<file path="src/rtl/div_unit.sv">
// rtl/div_unit.sv - multi-cycle signed restoring divider producing MIPS DIV hi/lo results
module div_unit #(
  parameter int WIDTH = 32
) (
  input  logic             clk,
  input  logic             reset,
  input  logic             div_start,
  input  logic [WIDTH-1:0] dividend,
  input  logic [WIDTH-1:0] divisor,
  output logic             busy,
  output logic             done,
  output logic             zero_div,
  output logic [WIDTH-1:0] hi,
  output logic [WIDTH-1:0] lo
);

  localparam int CW = $clog2(WIDTH + 1);
  localparam logic [CW-1:0] LAST_STEP = CW'(WIDTH - 1);

  typedef enum logic [1:0] {
    S_IDLE,
    S_CALC,
    S_FIX
  } state_t;

  state_t           state_q, state_d;
  logic [CW-1:0]    cnt_q, cnt_d;
  logic [WIDTH-1:0] rem_q, rem_d;
  logic [WIDTH-1:0] quo_q, quo_d;
  logic [WIDTH-1:0] dvs_q, dvs_d;
  logic             neg_a_q, neg_a_d;
  logic             neg_quo_q, neg_quo_d;
  logic [WIDTH-1:0] hi_q, hi_d;
  logic [WIDTH-1:0] lo_q, lo_d;
  logic             done_q, done_d;
  logic             zero_div_q, zero_div_d;

  logic             accept;
  logic             divisor_zero;
  logic [WIDTH:0]   trial;

  assign divisor_zero = (divisor == '0);
  assign accept       = (state_q == S_IDLE) && div_start;

  // Trial subtraction is one bit wider so its MSB acts as the borrow / restore flag.
  assign trial = {rem_q, quo_q[WIDTH-1]} - {1'b0, dvs_q};

  always_ff @(posedge clk) begin
    if (!reset) begin
      state_q    <= S_IDLE;
      cnt_q      <= '0;
      rem_q      <= '0;
      quo_q      <= '0;
      dvs_q      <= '0;
      neg_a_q    <= 1'b0;
      neg_quo_q  <= 1'b0;
      hi_q       <= '0;
      lo_q       <= '0;
      done_q     <= 1'b0;
      zero_div_q <= 1'b0;
    end else begin
      state_q    <= state_d;
      cnt_q      <= cnt_d;
      rem_q      <= rem_d;
      quo_q      <= quo_d;
      dvs_q      <= dvs_d;
      neg_a_q    <= neg_a_d;
      neg_quo_q  <= neg_quo_d;
      hi_q       <= hi_d;
      lo_q       <= lo_d;
      done_q     <= done_d;
      zero_div_q <= zero_div_d;
    end
  end

  always_comb begin
    state_d = state_q;
    case (state_q)
      S_IDLE: if (accept && !divisor_zero) state_d = S_CALC;
      S_CALC: if (cnt_q == LAST_STEP) state_d = S_FIX;
      S_FIX:  state_d = S_IDLE;
      default: state_d = S_IDLE;
    endcase
  end

  always_comb begin
    cnt_d      = cnt_q;
    rem_d      = rem_q;
    quo_d      = quo_q;
    dvs_d      = dvs_q;
    neg_a_d    = neg_a_q;
    neg_quo_d  = neg_quo_q;
    hi_d       = hi_q;
    lo_d       = lo_q;
    done_d     = 1'b0;
    zero_div_d = zero_div_q;
    case (state_q)
      S_IDLE: begin
        if (accept) begin
          if (divisor_zero) begin
            zero_div_d = 1'b1;
            done_d     = 1'b1;
          end else begin
            // Magnitudes are taken as unsigned WIDTH-bit values, so the most-negative operand fits.
            zero_div_d = 1'b0;
            cnt_d      = '0;
            rem_d      = '0;
            quo_d      = dividend[WIDTH-1] ? (~dividend + 1'b1) : dividend;
            dvs_d      = divisor[WIDTH-1] ? (~divisor + 1'b1) : divisor;
            neg_a_d    = dividend[WIDTH-1];
            neg_quo_d  = dividend[WIDTH-1] ^ divisor[WIDTH-1];
          end
        end
      end
      S_CALC: begin
        cnt_d = cnt_q + 1'b1;
        if (!trial[WIDTH]) begin
          rem_d = trial[WIDTH-1:0];
          quo_d = {quo_q[WIDTH-2:0], 1'b1};
        end else begin
          rem_d = {rem_q[WIDTH-2:0], quo_q[WIDTH-1]};
          quo_d = {quo_q[WIDTH-2:0], 1'b0};
        end
      end
      S_FIX: begin
        lo_d   = neg_quo_q ? (~quo_q + 1'b1) : quo_q;
        hi_d   = neg_a_q ? (~rem_q + 1'b1) : rem_q;
        done_d = 1'b1;
      end
      default: ;
    endcase
  end

  assign busy     = (state_q != S_IDLE);
  assign done     = done_q;
  assign zero_div = zero_div_q;
  assign hi       = hi_q;
  assign lo       = lo_q;

endmodule

</file>
<file path="config.mk">
export PLATFORM = sky130hd
export DESIGN_NAME = div_unit
export DESIGN_NICKNAME = d
export VERILOG_FILES = /design/src/rtl/div_unit.sv
export SDC_FILE = /design/constraint.sdc
export NUM_CORES = 1
export LEC_CHECK = 0
export CORE_ASPECT_RATIO = 0.6
export CORE_MARGIN = 2
export CORE_UTILIZATION = 43
export CTS_BUF_LIST = sky130_fd_sc_hd__clkbuf_4 sky130_fd_sc_hd__clkbuf_8 sky130_fd_sc_hd__clkbuf_16
export DETAILED_ROUTE_END_ITERATION = 8
export HOLD_SLACK_MARGIN = 0.06
export PLACE_DENSITY = 0.62
export SLEW_MARGIN = 20
export SYNTH_ARGS = -nofsm -noshare
export SYNTH_HDL_FRONTEND = slang
export SYNTH_SLANG_ARGS = --single-unit
</file>
<file path="constraint.sdc">
create_clock -name clk -period 3.6 [get_ports clk]
set_input_delay 0.72 -clock clk [delete_from_list [all_inputs] [get_ports clk]]
set_output_delay 0.72 -clock clk [all_outputs]
set_load 0.02 [all_outputs]
</file>
==> impl_metrics.csv <==
group,metric,value,unit
outcome,status,"completed",
power_and_ir_drop,power_density,389,nW/um^2
logic_synthesis,yosys.area.top_type,"dfxtp_1",
logic_synthesis,synth_top_area_share,31.5,%
logic_synthesis,seq_area_frac_synth,31.5,%
floorplan,die_h,128,microns
clock_network,post_cts_buffers,0,
timing,tightest_slew,0.692,ns
power_and_ir_drop,swShare,28.7,%
power_and_ir_drop,clock_power_share,40.2,%
timing,post-route-period-util,91.1,%
floorplan,row_count,45,
setup_path,cp.arrival,3.63,ns
logic_synthesis,synth_edf_count,0,
timing,maxSlewHeadroom,53.8,%
setup_path,worst-setup-path-type,"flop to flop",
hold_path,hp-class,"flop to flop",
place,dp.final_hpwl,25200,microns
clock_network,cts.path.max_buffers,2,
floorplan,coreArea,25200,sq um
logic_synthesis,synth_area_per_cell,8.17,sq um
setup_path,path_cells,"buf_4 -> ha_1 -> nor2b_1 -> o2111ai_1 -> buf_4 -> a211oi_1 -> o211ai_1 -> a31oi_1 -> a41o_1 -> xnor2_1 -> o31ai_1",
logic_synthesis,syn_inst,1340,
logic_synthesis,synth_ff_type,"dfxtp_1",
logic_synthesis,ys_async_sr_fraction,0,%
place,gp_congestion,0.930,
finish,final_core_util,54.9,%
drt,viasPerCell,5.80,
grt,grt_max_degree,88,
floorplan,start_util,43.5,%
floorplan,design.portCount,134,
logic_synthesis,synth.area.top_cells,"dfxtp_1 31%, xor2_1 9.7%, o211a_1 8.0%",
drt,drt_iter0_markers,1004,
logic_synthesis,synth.cell_area,10900,sq um
finish,syn_to_final_growth,26.3,%
setup_path,required,3.95,ns
clock_network,cts_tree,"done",
finish,fin_nets,1595,
drt,avgRoutedWirePerCell,18.2,microns
floorplan,fp.dieW,210,microns
clock_network,cts.clk_slew.worst_paths,0.07,ns
clock_network,clk_latency,0.45,ns
timing,fmax,305,MHz
grt,grt_usage,25.2,%
drt,wl,33300,microns
timing,hold_viol_final,0,
power_and_ir_drop,seq_power_share,38.4,%
clock_network,ctsHoldBuffers,0,
setup_path,startpoint_type,"flop",
logic_synthesis,synth_cell_type_count,66,
power_and_ir_drop,vdd_drop_max,253,uV
drt,firstDrtPassIters,6,
timing,maxSlewViolCount,0,
logic_synthesis,ys_warn_count,0,
timing,fin_crit,3.28,ns
timing,skew,0.00641,ns
power_and_ir_drop,combPwrFrac,21.4,%
clock_network,clock_sinks,172,
clock_network,cts_buffers,17,
clock_network,cts_root_buf,"clkbuf_16",
drt,drc,0,
power_and_ir_drop,p_leak,6.39,nW
grt,antenna_found_initial,1,
power_and_ir_drop,p_sw,1.55,mW
floorplan,die_area,26800,sq um
drt,vias,10637,
run,cap_violations,0,
logic_synthesis,synth_fp_nets,1445,
logic_synthesis,synth_seq_cells,172,
setup_path,slowest_stage,"a31oi_1",
grt,gr-total-overflow,0,
finish,drive_gt1_share,10.3,%
timing,fin_tns_setup,0,ns
setup_path,max_stage_delay,0.62,ns
grt,grt_pass1_wl,53300,microns
drt,ant_nets,0,
setup_path,worst_setup_path_end_kind,"flop",
timing,rsz0062_at_grt,"false",
setup_path,crit_fanout,5,
timing,setup_viol,0,
power_and_ir_drop,p_int,3.83,mW
grt,grt_pass1_vias,9786,
finish,fillers,2314,
clock_network,cts.htree.levels,4,
setup_path,critical_path.most_common_cell,"buf_4",
place,port_buffers,133,
[power groups by stage]
| stage | Clock [mW] | Combinational (mW) | Sequential, mW |
|---|---|---|---|
| 2_1_floorplan | 0 | 0.737 | 2.08 |
| 4_1_cts | 2.19 | 1.13 | 2.06 |
| 6_report | 2.16 | 1.15 | 2.07 |
| 5_1_grt | 2.28 | 1.27 | 2.08 |
| 3_3_place_gp | 0 | 1.12 | 2.10 |
| 3_5_place_dp | 0 | 1.12 | 2.11 |
[per-stage QoR]
stage | setup WS [ns] | instance area, sq um | power [mW] | std cells | hold WS [ns]
floorplan | 0.622 | 10900 | 2.82 | 1340 | 0.447
CTS | 0.0813 | 13800 | 5.39 | 1832 | 0.491
global placement | 0.0816 | 13100 | 3.22 | 1800 | 0.469
global route | 0.0152 | 13800 | 5.63 | 1832 | 0.504
finish | 0.322 | 13800 | 5.38 | 1833 | 0.486
detailed placement | 0.0478 | 13100 | 3.23 | 1800 | 0.476
[layout by cell type (no fill, tap or decap), drive strengths merged, types with 8 or more instances in the layout]
cell and count:
or3 15, nor3 21, a211oi 11, and2 9
o211a 88, inv 50, nand3 27, xnor2 18
nand4 35, clkbuf 21, a21o 16, o41ai 24
xor2 121, nand2 205, nor2b 12, or2 12
o31ai 42, nor4 13, a21boi 8, or4 21
ha 37, a221o 28, o211ai 24, nor2 62
o21ai 70, a21oi 40, clkdlybuf4s50 132, dfxtp 172
buf 90
[state kept, by name (all words and copies together), names as in the netlist, 2 cells and up]
name,count
cnt_q,6
lo,32
rem_q,32
quo_q,32
dvs_q,32
state_q,2
hi,32
[metal layers]
metal	GRT usage, %	vias up	share of wire [%]
met5	0	-	0
met4	6.26	0	1.1
met3	4.82	26	7.2
met2	33.8	326	38
met1	40.0	5066	53
li1	-	5219	-
[Yosys cell counts, drive strengths merged, types with 3 or more instances]
| master | count |
|---|---|
| a2111oi | 4 |
| a211oi | 11 |
| a21boi | 8 |
| a21o | 16 |
| a21oi | 40 |
| a221o | 28 |
| a31oi | 5 |
| and2 | 9 |
| and3 | 6 |
| buf | 12 |
| clkbuf | 79 |
| dfxtp | 172 |
| ha | 37 |
| inv | 50 |
| mux2i | 4 |
| nand2 | 205 |
| nand2b | 5 |
| nand3 | 27 |
| nand3b | 6 |
| nand4 | 35 |
| nor2 | 62 |
| nor2b | 12 |
| nor3 | 21 |
| nor3b | 5 |
| nor4 | 13 |
| o211a | 88 |
| o211ai | 24 |
| o21a | 6 |
| o21ai | 70 |
| o21bai | 3 |
| o22ai | 3 |
| o31ai | 42 |
| o41ai | 24 |
| or2 | 12 |
| or3 | 15 |
| or4 | 21 |
| xnor2 | 18 |
| xor2 | 121 |
[path summary, 6_finish.rpt]
path,end,slack (ns),cells past startpoint,startpoint
max,rem_q[29],0.32,11,rem_q[0]
min,dvs_q[0],0.49,2,dvs_q[0]
max reg2reg,rem_q[29],0.32,11,rem_q[0]
min reg2reg,dvs_q[0],0.49,2,dvs_q[0]
[cell families after synthesis]
family / count (synthesis) / share of synthesized area (%)
AO/OA/AOI/OAI: 389 / 27.5
XOR/XNOR: 139 / 11.1
adder cells (fa/ha/maj): 38 / 4.41
buffers and inverters: 141 / 4.94
flip-flops: 172 / 31.5
multiplexers: 4 / 0.366
AND/OR/NAND/NOR: 457 / 20.2
[area by class of cell]
class	instances	area, sq um	share of cell area, %
Sequential cell	172	3440	24.9
Tap cell	329	412	2.98
Multi-Input combinational cell	1027	7010	50.7
Inverter	50	188	1.36
Timing Repair Buffer	222	2080	15.1
Antenna cell	1	2.50	0.0181
Clock inverter	11	213	1.54
Clock buffer	21	474	3.43
[critical path: cells and delay by family, from the launching register on]
kind / cells / cell delay, ns
buffers and inverters: 2 / 0.33
XOR/XNOR: 1 / 0.09
flip-flops: 1 / 0.31
adder cells (fa/ha/maj): 1 / 0.27
AND/OR/NAND/NOR: 1 / 0.16
AO/OA/AOI/OAI: 6 / 2.02
[repair_timing]
| action | CTS | global route |
|---|---|---|
| hold endpoints to repair | 0 | 0 |
| endpoints found under the setup margin | 0 | 11 |
| resized for setup | 0 | 4 |
(Power assumes the default switching activity.)
